## src/rtl/flash_period_meter.sv

```systemverilog
// Measures period and high time of a slow square wave on sig_in, strobing each
// completed measurement and flagging a stuck input after TIMEOUT cycles without a rise.
module flash_period_meter #(
    parameter int OSC_CLOCK = 27000000,
    parameter int CNT_W     = 28,
    parameter int TIMEOUT   = OSC_CLOCK
) (
    input  logic             in_clk,
    input  logic             reset,
    input  logic             sig_in,
    output logic [CNT_W-1:0] period,
    output logic [CNT_W-1:0] high_time,
    output logic             period_valid,
    output logic             stuck,
    output logic             level
);

    localparam logic [CNT_W-1:0] TIMEOUT_C = CNT_W'(TIMEOUT);
    localparam logic [CNT_W-1:0] ONE_C     = {{(CNT_W-1){1'b0}}, 1'b1};
    localparam logic [CNT_W-1:0] ZERO_C    = {CNT_W{1'b0}};

    typedef enum logic [0:0] {
        ARM = 1'b0,
        RUN = 1'b1
    } state_t;

    state_t           state_r;
    state_t           state_next_s;
    logic             s1_r;
    logic             s2_r;
    logic             s3_r;
    logic             rise_r;
    logic             fall_r;
    logic             fall_seen_r;
    logic [CNT_W-1:0] cnt_r;
    logic [CNT_W-1:0] hi_latch_r;
    logic             accept_s;
    logic             arm_s;
    logic             latch_hi_s;
    logic             timeout_s;

    // Synchronizer and edge detector; edge pulses are registered so results
    // land three edges after sig_in is first sampled.
    always_ff @(posedge in_clk or posedge reset) begin
        if (reset) begin
            s1_r   <= 1'b0;
            s2_r   <= 1'b0;
            s3_r   <= 1'b0;
            rise_r <= 1'b0;
            fall_r <= 1'b0;
        end else begin
            s1_r   <= sig_in;
            s2_r   <= s1_r;
            s3_r   <= s2_r;
            rise_r <= s2_r & ~s3_r;
            fall_r <= ~s2_r & s3_r;
        end
    end

    assign level = s2_r;

    // State register.
    always_ff @(posedge in_clk or posedge reset) begin
        if (reset) begin
            state_r <= ARM;
        end else begin
            state_r <= state_next_s;
        end
    end

    // Next-state and event decode; a rise always wins over a coincident timeout.
    always_comb begin
        state_next_s = state_r;
        accept_s     = 1'b0;
        arm_s        = 1'b0;
        latch_hi_s   = 1'b0;
        timeout_s    = 1'b0;
        case (state_r)
            ARM: begin
                if (rise_r) begin
                    state_next_s = RUN;
                    arm_s        = 1'b1;
                end else begin
                    state_next_s = ARM;
                end
            end
            RUN: begin
                if (rise_r) begin
                    accept_s = 1'b1;
                end else if (cnt_r == TIMEOUT_C) begin
                    timeout_s    = 1'b1;
                    state_next_s = ARM;
                end else if (fall_r) begin
                    latch_hi_s = 1'b1;
                end else begin
                    state_next_s = RUN;
                end
            end
            default: begin
                state_next_s = ARM;
            end
        endcase
    end

    // Cycle counter: reloads on each rise, saturates at TIMEOUT.
    always_ff @(posedge in_clk or posedge reset) begin
        if (reset) begin
            cnt_r <= ZERO_C;
        end else if (rise_r) begin
            cnt_r <= ONE_C;
        end else if (cnt_r < TIMEOUT_C) begin
            cnt_r <= cnt_r + ONE_C;
        end else begin
            cnt_r <= TIMEOUT_C;
        end
    end

    // Falling-edge capture of the high time within the current period.
    always_ff @(posedge in_clk or posedge reset) begin
        if (reset) begin
            hi_latch_r  <= ZERO_C;
            fall_seen_r <= 1'b0;
        end else if (arm_s) begin
            hi_latch_r  <= ZERO_C;
            fall_seen_r <= 1'b0;
        end else if (accept_s) begin
            fall_seen_r <= 1'b0;
        end else if (latch_hi_s) begin
            hi_latch_r  <= cnt_r;
            fall_seen_r <= 1'b1;
        end
    end

    // Result registers, strobe and stuck flag.
    always_ff @(posedge in_clk or posedge reset) begin
        if (reset) begin
            period       <= ZERO_C;
            high_time    <= ZERO_C;
            period_valid <= 1'b0;
            stuck        <= 1'b0;
        end else begin
            period_valid <= accept_s;
            if (accept_s) begin
                period    <= cnt_r;
                high_time <= fall_seen_r ? hi_latch_r : cnt_r;
                stuck     <= 1'b0;
            end else if (timeout_s) begin
                stuck <= 1'b1;
            end
        end
    end

endmodule

```

## config.mk

```make
export PLATFORM = sky130hd
export DESIGN_NAME = flash_period_meter
export DESIGN_NICKNAME = d
export VERILOG_FILES = /design/src/rtl/flash_period_meter.sv
export SDC_FILE = /design/constraint.sdc
export NUM_CORES = 1
export LEC_CHECK = 0
export CORE_ASPECT_RATIO = 0.8
export CORE_UTILIZATION = 57
export CTS_CLUSTER_DIAMETER = 60
export DETAILED_ROUTE_END_ITERATION = 12
export PLACE_DENSITY = 0.78
export SLEW_MARGIN = 10
export SYNTH_ARGS = -nofsm -noshare
export SYNTH_HDL_FRONTEND = slang
export SYNTH_SLANG_ARGS = --single-unit
```

## constraint.sdc

```tcl
create_clock -name in_clk -period 5.6 [get_ports in_clk]
set_clock_uncertainty 0.15 [all_clocks]
set_input_delay 1.12 -clock in_clk [delete_from_list [all_inputs] [get_ports in_clk]]
set_output_delay 1.12 -clock in_clk [all_outputs]
set_load 0.005 [all_outputs]
```

# After elaboration in Yosys (flattened, before gate mapping)
# Index checks and enable logic that the tools add are counted.
# classes
add_sub_neg	1
n_lt_le_gt_ge	1
bitwise	5
n_eq_ne	2
mux	24
reduce_logical	4
# ops
op	count
2-to-1 mux 28 bit	6
adder 28 x 1 -> 28 bit, second input constant	1
equality test 28 x 25 -> 1 bit, second input constant	1
less-than comparator 28 x 25 -> 1 bit, second input constant	1
2-to-1 mux 1 bit	17
nonzero test 2 bit	2
inverter 1 bit	3
nonzero test 3 bit	1
bitwise AND 1 bit	2
!= test 2 x 1 -> 1 bit, second input constant	1
case mux 1 bit (2 select lines)	1
AND reduction 2 bit	1
# totals
ff_bits	121
output_inout_bits	59

# Depth between registers and ports, before layout
# logic_depth
word_depth	7
ltp_mapped	9

# Worst setup path after synthesis
# OpenSTA, ideal clock, no wires.
# synth_path
kind	register to register
start	register cnt_r[0]
end	register hi_latch_r[0]
arrival_time_ns	2.150
n_path_buf	1
path_stages_with_launch	8
slack_ns	3.168
setup_ns	0.131
cell_sequence	dfrtp_1 > inv_1 > ha_1 > or3b_1 > or4_4 > buf_6 > o2111a_1 > or3b_1
# synth_via
elab_chain_cells	6
word_cells_on_any_way	9
classes_between	1 x eq/ne; 6 x mux; 2 x reduce/logical
# synth_rtl
element	line	source
start: declaration	35	logic [CNT_W-1:0] cnt_r;
start signal: assignment	112	cnt_r <= cnt_r + ONE_C;
equality test 28 x 25 -> 1 bit	90	end else if (cnt_r == TIMEOUT_C) begin
2-to-1 mux 1 bit	90	
2-to-1 mux 1 bit	88	if (rise_r) begin
2-to-1 mux 1 bit	78	case (state_r)
nonzero test 2 bit (no source line)	-	
AND reduction 2 bit (no source line)	-	
end signal: assignment	129	hi_latch_r <= cnt_r;
end: declaration	36	logic [CNT_W-1:0] hi_latch_r;
# Parallel ways exist; a longest one is shown, timed or not. The select of a mux whose other input is x is not followed.
# A chain may end at the register's enable or synchronous reset.

# Worst setup path after layout
# layout_path
start	register rise_r
end	register hi_latch_r[24]
# layout_via
elab_chain_cells	4
word_cells_on_any_way	9
classes_between	1 x eq/ne; 6 x mux; 2 x reduce/logical
# layout_rtl
element	line	source
start: declaration	32	logic rise_r;
start signal: assignment	55	rise_r <= s2_r & ~s3_r;
2-to-1 mux 1 bit (on tied branches)	80, 88	
2-to-1 mux 1 bit	78	
!= test 2 x 1 -> 1 bit (no source line) or nonzero test 2 bit (tied branches)	-	
AND reduction 2 bit (no source line)	-	
# Parallel ways exist; a longest one is shown, timed or not.

==> flow_summary_export.csv <==
group,metric,value,unit
route,final_antenna_net_count,0,
synthesis,seq_area_frac_synth,51.0,%
power,power_density,344,nW/µm²
global_route,grt_pass1_vias,5025,
route,drt_iter0_drc,475,
setup_path,critical_path.max_fanout,90,
route,avgRoutedWirePerCell,18.4,µm
outcome,status,"finished clean",
synthesis,synth_top_family_by_area,"simple AND/OR/NAND/NOR gates",
global_route,overflow,0,
placed_design,dp_hpwl,9.25,mm
die,ios,62,
synthesis,synth-seq-cells,121,
die,initial_utilization,60.0,%
synthesis,synth_edf_count,0,
clock_tree,clk_latency,420,ps
sta,max_freq,0.301,GHz
synthesis,synthCells,648,
clock_tree,cts_max_path_buffers,2,
die,chipHeight,93.3,µm
placed_design,gp_congestion,0.833,
global_route,grt_usage,30.6,%
die,fp-row-count,32,
final_layout,post-route-util,71.7,%
final_layout,drive_gt1_share,6.41,%
sta,rsz0062_at_grt,"no",
final_layout,area_delta_synth_final,19.5,%
setup_path,reg2reg_depth,7,
route,drc,0,
setup_path,critPathCaptureType,"register",
final_layout,nets,678,
clock_tree,clk_root_buffer_cell,"clkbuf_16",
synthesis,synthXorXnorAreaFrac,1.92,%
synthesis,syn_area,5930,µm²
route,drt-total-wl,15.1,mm
setup_path,critPathKind,"register to register",
clock_tree,holdBufCountCts,0,
sta,worst_pin_slew,1170,ps
global_route,grtUsageMet3,7.19,%
clock_tree,cts_setup_buffers,0,
clock_tree,ctsResizeCount,0,
global_route,busiest_layer,"met2",
setup_path,cp_data_arrival_time,3470,ps
global_route,grt_max_degree,91,
sta,finalSetupViolations,0,
synthesis,yosys_warnings,0,
setup_path,crit_path_start_kind,"register",
clock_tree,cts_tree,"built",
sta,hold_slack,198,ps
sta,fin_crit,3330,ps
die,core_area,9890,µm²
placed_design,dp.cells,790,
route,vias,5110,
synthesis,synth_compound_area_share,14.3,%
placed_design,port-buffer-count,61,
clock_tree,cts_buffers,17,
clock_tree,cts.clk_slew.worst_paths,50,ps
sta,drv_slew,0,
synthesis,synthMuxAreaShare,4.72,%
synthesis,yosysUniqueCellTypes,44,
clock_tree,numClockSinks,121,
sta,post-route-period-util,59.4,%
global_route,grt_use_met2,46.6,%
clock_tree,cts_max_level,4,
synthesis,synth_adder_area_share,0.422,%
final_layout,multi_input_area,2600,µm²
global_route,use_met1,42.8,%
power,power.leakage,3.06,nW
synthesis,synth_flop_cell,"dfrtp_1",
min_path,min_path_type,"register to register",
synthesis,synth-simple-area-share,22.1,%
synthesis,syn_avg_cell_area,9.16,µm²
final_layout,final_cell_count_no_fill,822,
sta,setup_tns,0,ps
final_layout,antennaDiodeCount,0,
final_layout,register_area,3030,µm²
route,viasPerCell,6.22,
final_layout,nFillCells,756,
sta,hold_viol,0,
flow_run,maxCapViolations,0,
global_route,antenna_found_initial,0,
synthesis,async_flop_share,100,%
global_route,grt_pass1_wl,25.2,mm
sta,relSlewSlack,21.7,%
power,peakVddDrop,0.221,mV
die,dieArea,10800,µm²
die,die_w,116,µm
route,first_pass_iters,5,
setup_path,crit_required,5740,ps
min_path,holdPathStages,0,
-- cells in the mapped netlist, types with 3 or more instances --
library cell | count | area [µm²]
nor4_1 | 8 | 50.1
or4_1 | 10 | 75.1
xor2_1 | 4 | 35.0
nand2b_1 | 26 | 163
nand3_1 | 43 | 215
mux2i_1 | 28 | 280
o21ai_0 | 39 | 195
nand4_1 | 8 | 50.1
inv_1 | 8 | 30.0
o31ai_1 | 8 | 60.1
a21oi_1 | 65 | 325
o2111ai_1 | 15 | 131
xnor2_1 | 9 | 78.8
nand2_1 | 116 | 435
buf_2 | 7 | 35.0
clkbuf_1 | 53 | 199
a31oi_1 | 7 | 43.8
dfrtp_1 | 121 | 3030
or3_1 | 28 | 175
nor2_1 | 9 | 33.8
buf_6 | 3 | 33.8
-- layer usage --
metal	up-vias	wire (µm)
met5	-	0
met1	2498	6410
li1	2329	-
met4	0	225
met3	27	1300
met2	256	7180
-- worst max-delay path: stages (launching register included) --
cell and delay, ps:
dfrtp_1 360, buf_4 260, nand2_2 90, buf_4 600, clkinv_1 890, buf_4 510, a21oi_1 200, nand3_1 90
-- registers in the layout, indices dropped and copies added (netlist names) --
| name | cells |
|---|---|
| period | 28 |
| rise_r | 1 |
| fall_r | 1 |
| s1_r | 1 |
| fall_seen_r | 1 |
| high_time | 28 |
| s3_r | 1 |
| stuck | 1 |
| period_valid | 1 |
| state_r | 1 |
| cnt_r | 28 |
| level | 1 |
| hi_latch_r | 28 |
-- path summary, 6_finish.rpt --
kind	from	to	slack (ps)
max	rise_r$_DFF_PP0_	hi_latch_r[24]$_DFFE_PP0P_	2270
min	s1_r$_DFF_PP0_	level$_DFF_PP0_	200
max reg2reg	rise_r$_DFF_PP0_	hi_latch_r[24]$_DFFE_PP0P_	2270
min in group asynchronous	reset	high_time[20]$_DFFE_PP0P_	1120
min reg2reg	s1_r$_DFF_PP0_	level$_DFF_PP0_	200
max in group asynchronous	reset	period[5]$_DFFE_PP0P_	3290
-- per-stage QoR --
stage               setup WS, ps  area [µm²]  total power [mW]
CTS                         2280        7090              2.45
global route                2010        7090              2.53
floorplan                   1120        5940              1.21
detailed placement          2300        6510              1.37
finish                      2270        7090              2.44
global placement            2430        6510              1.35
-- where the power goes --
part	internal, mW	switching (mW)	leakage [nW]
Sequential	0.959	0.0817	1.52
Combinational	0.160	0.157	1.25
Clock	0.706	0.375	0.285
Total	1.83	0.613	3.06
-- cell usage in the layout, fill, tap and decap left out, types with 2 or more instances in the layout --
cell	n
or3_1	28
and3_1	2
xor2_1	4
mux2i_1	28
ha_1	2
a31oi_1	7
dfrtp_1	121
or4_4	2
nor2_1	9
buf_4	9
conb_1	3
clkbuf_16	17
clkbuf_1	5
or4_1	10
a211oi_1	2
nand3_1	43
xnor2_1	9
clkinv_2	5
o31ai_1	8
or3_2	2
clkdlybuf4s50_1	61
o31a_1	2
clkinv_1	2
nand4_1	8
nand2b_1	26
o21ai_0	39
a21oi_1	65
nor4_1	8
bufinv_16	3
or3b_1	2
nor2b_1	2
o2111ai_1	15
nand2_1	115
inv_1	7
-- cell families after synthesis --
kind of cell               Yosys count
DFF                                121
and+or+nand+nor                    263
muxes                               28
other                                1
adders and majority gates            2
xor gates and xnor gates            13
buffers and inverters               76
AOI/OAI and AO/OA                  144
-- layout make-up --
cell class              instances  share of cell area (%)
flip-flops and latches        121                    42.7
multi-input cells             453                    36.6
repair buffers                 70                    9.56
clock buffers                  23                    6.46
well taps                     136                    2.40
clock inverters                 9                    1.73
inverters                      10                   0.564
Note: power is estimated with default switching activity, not from simulation.
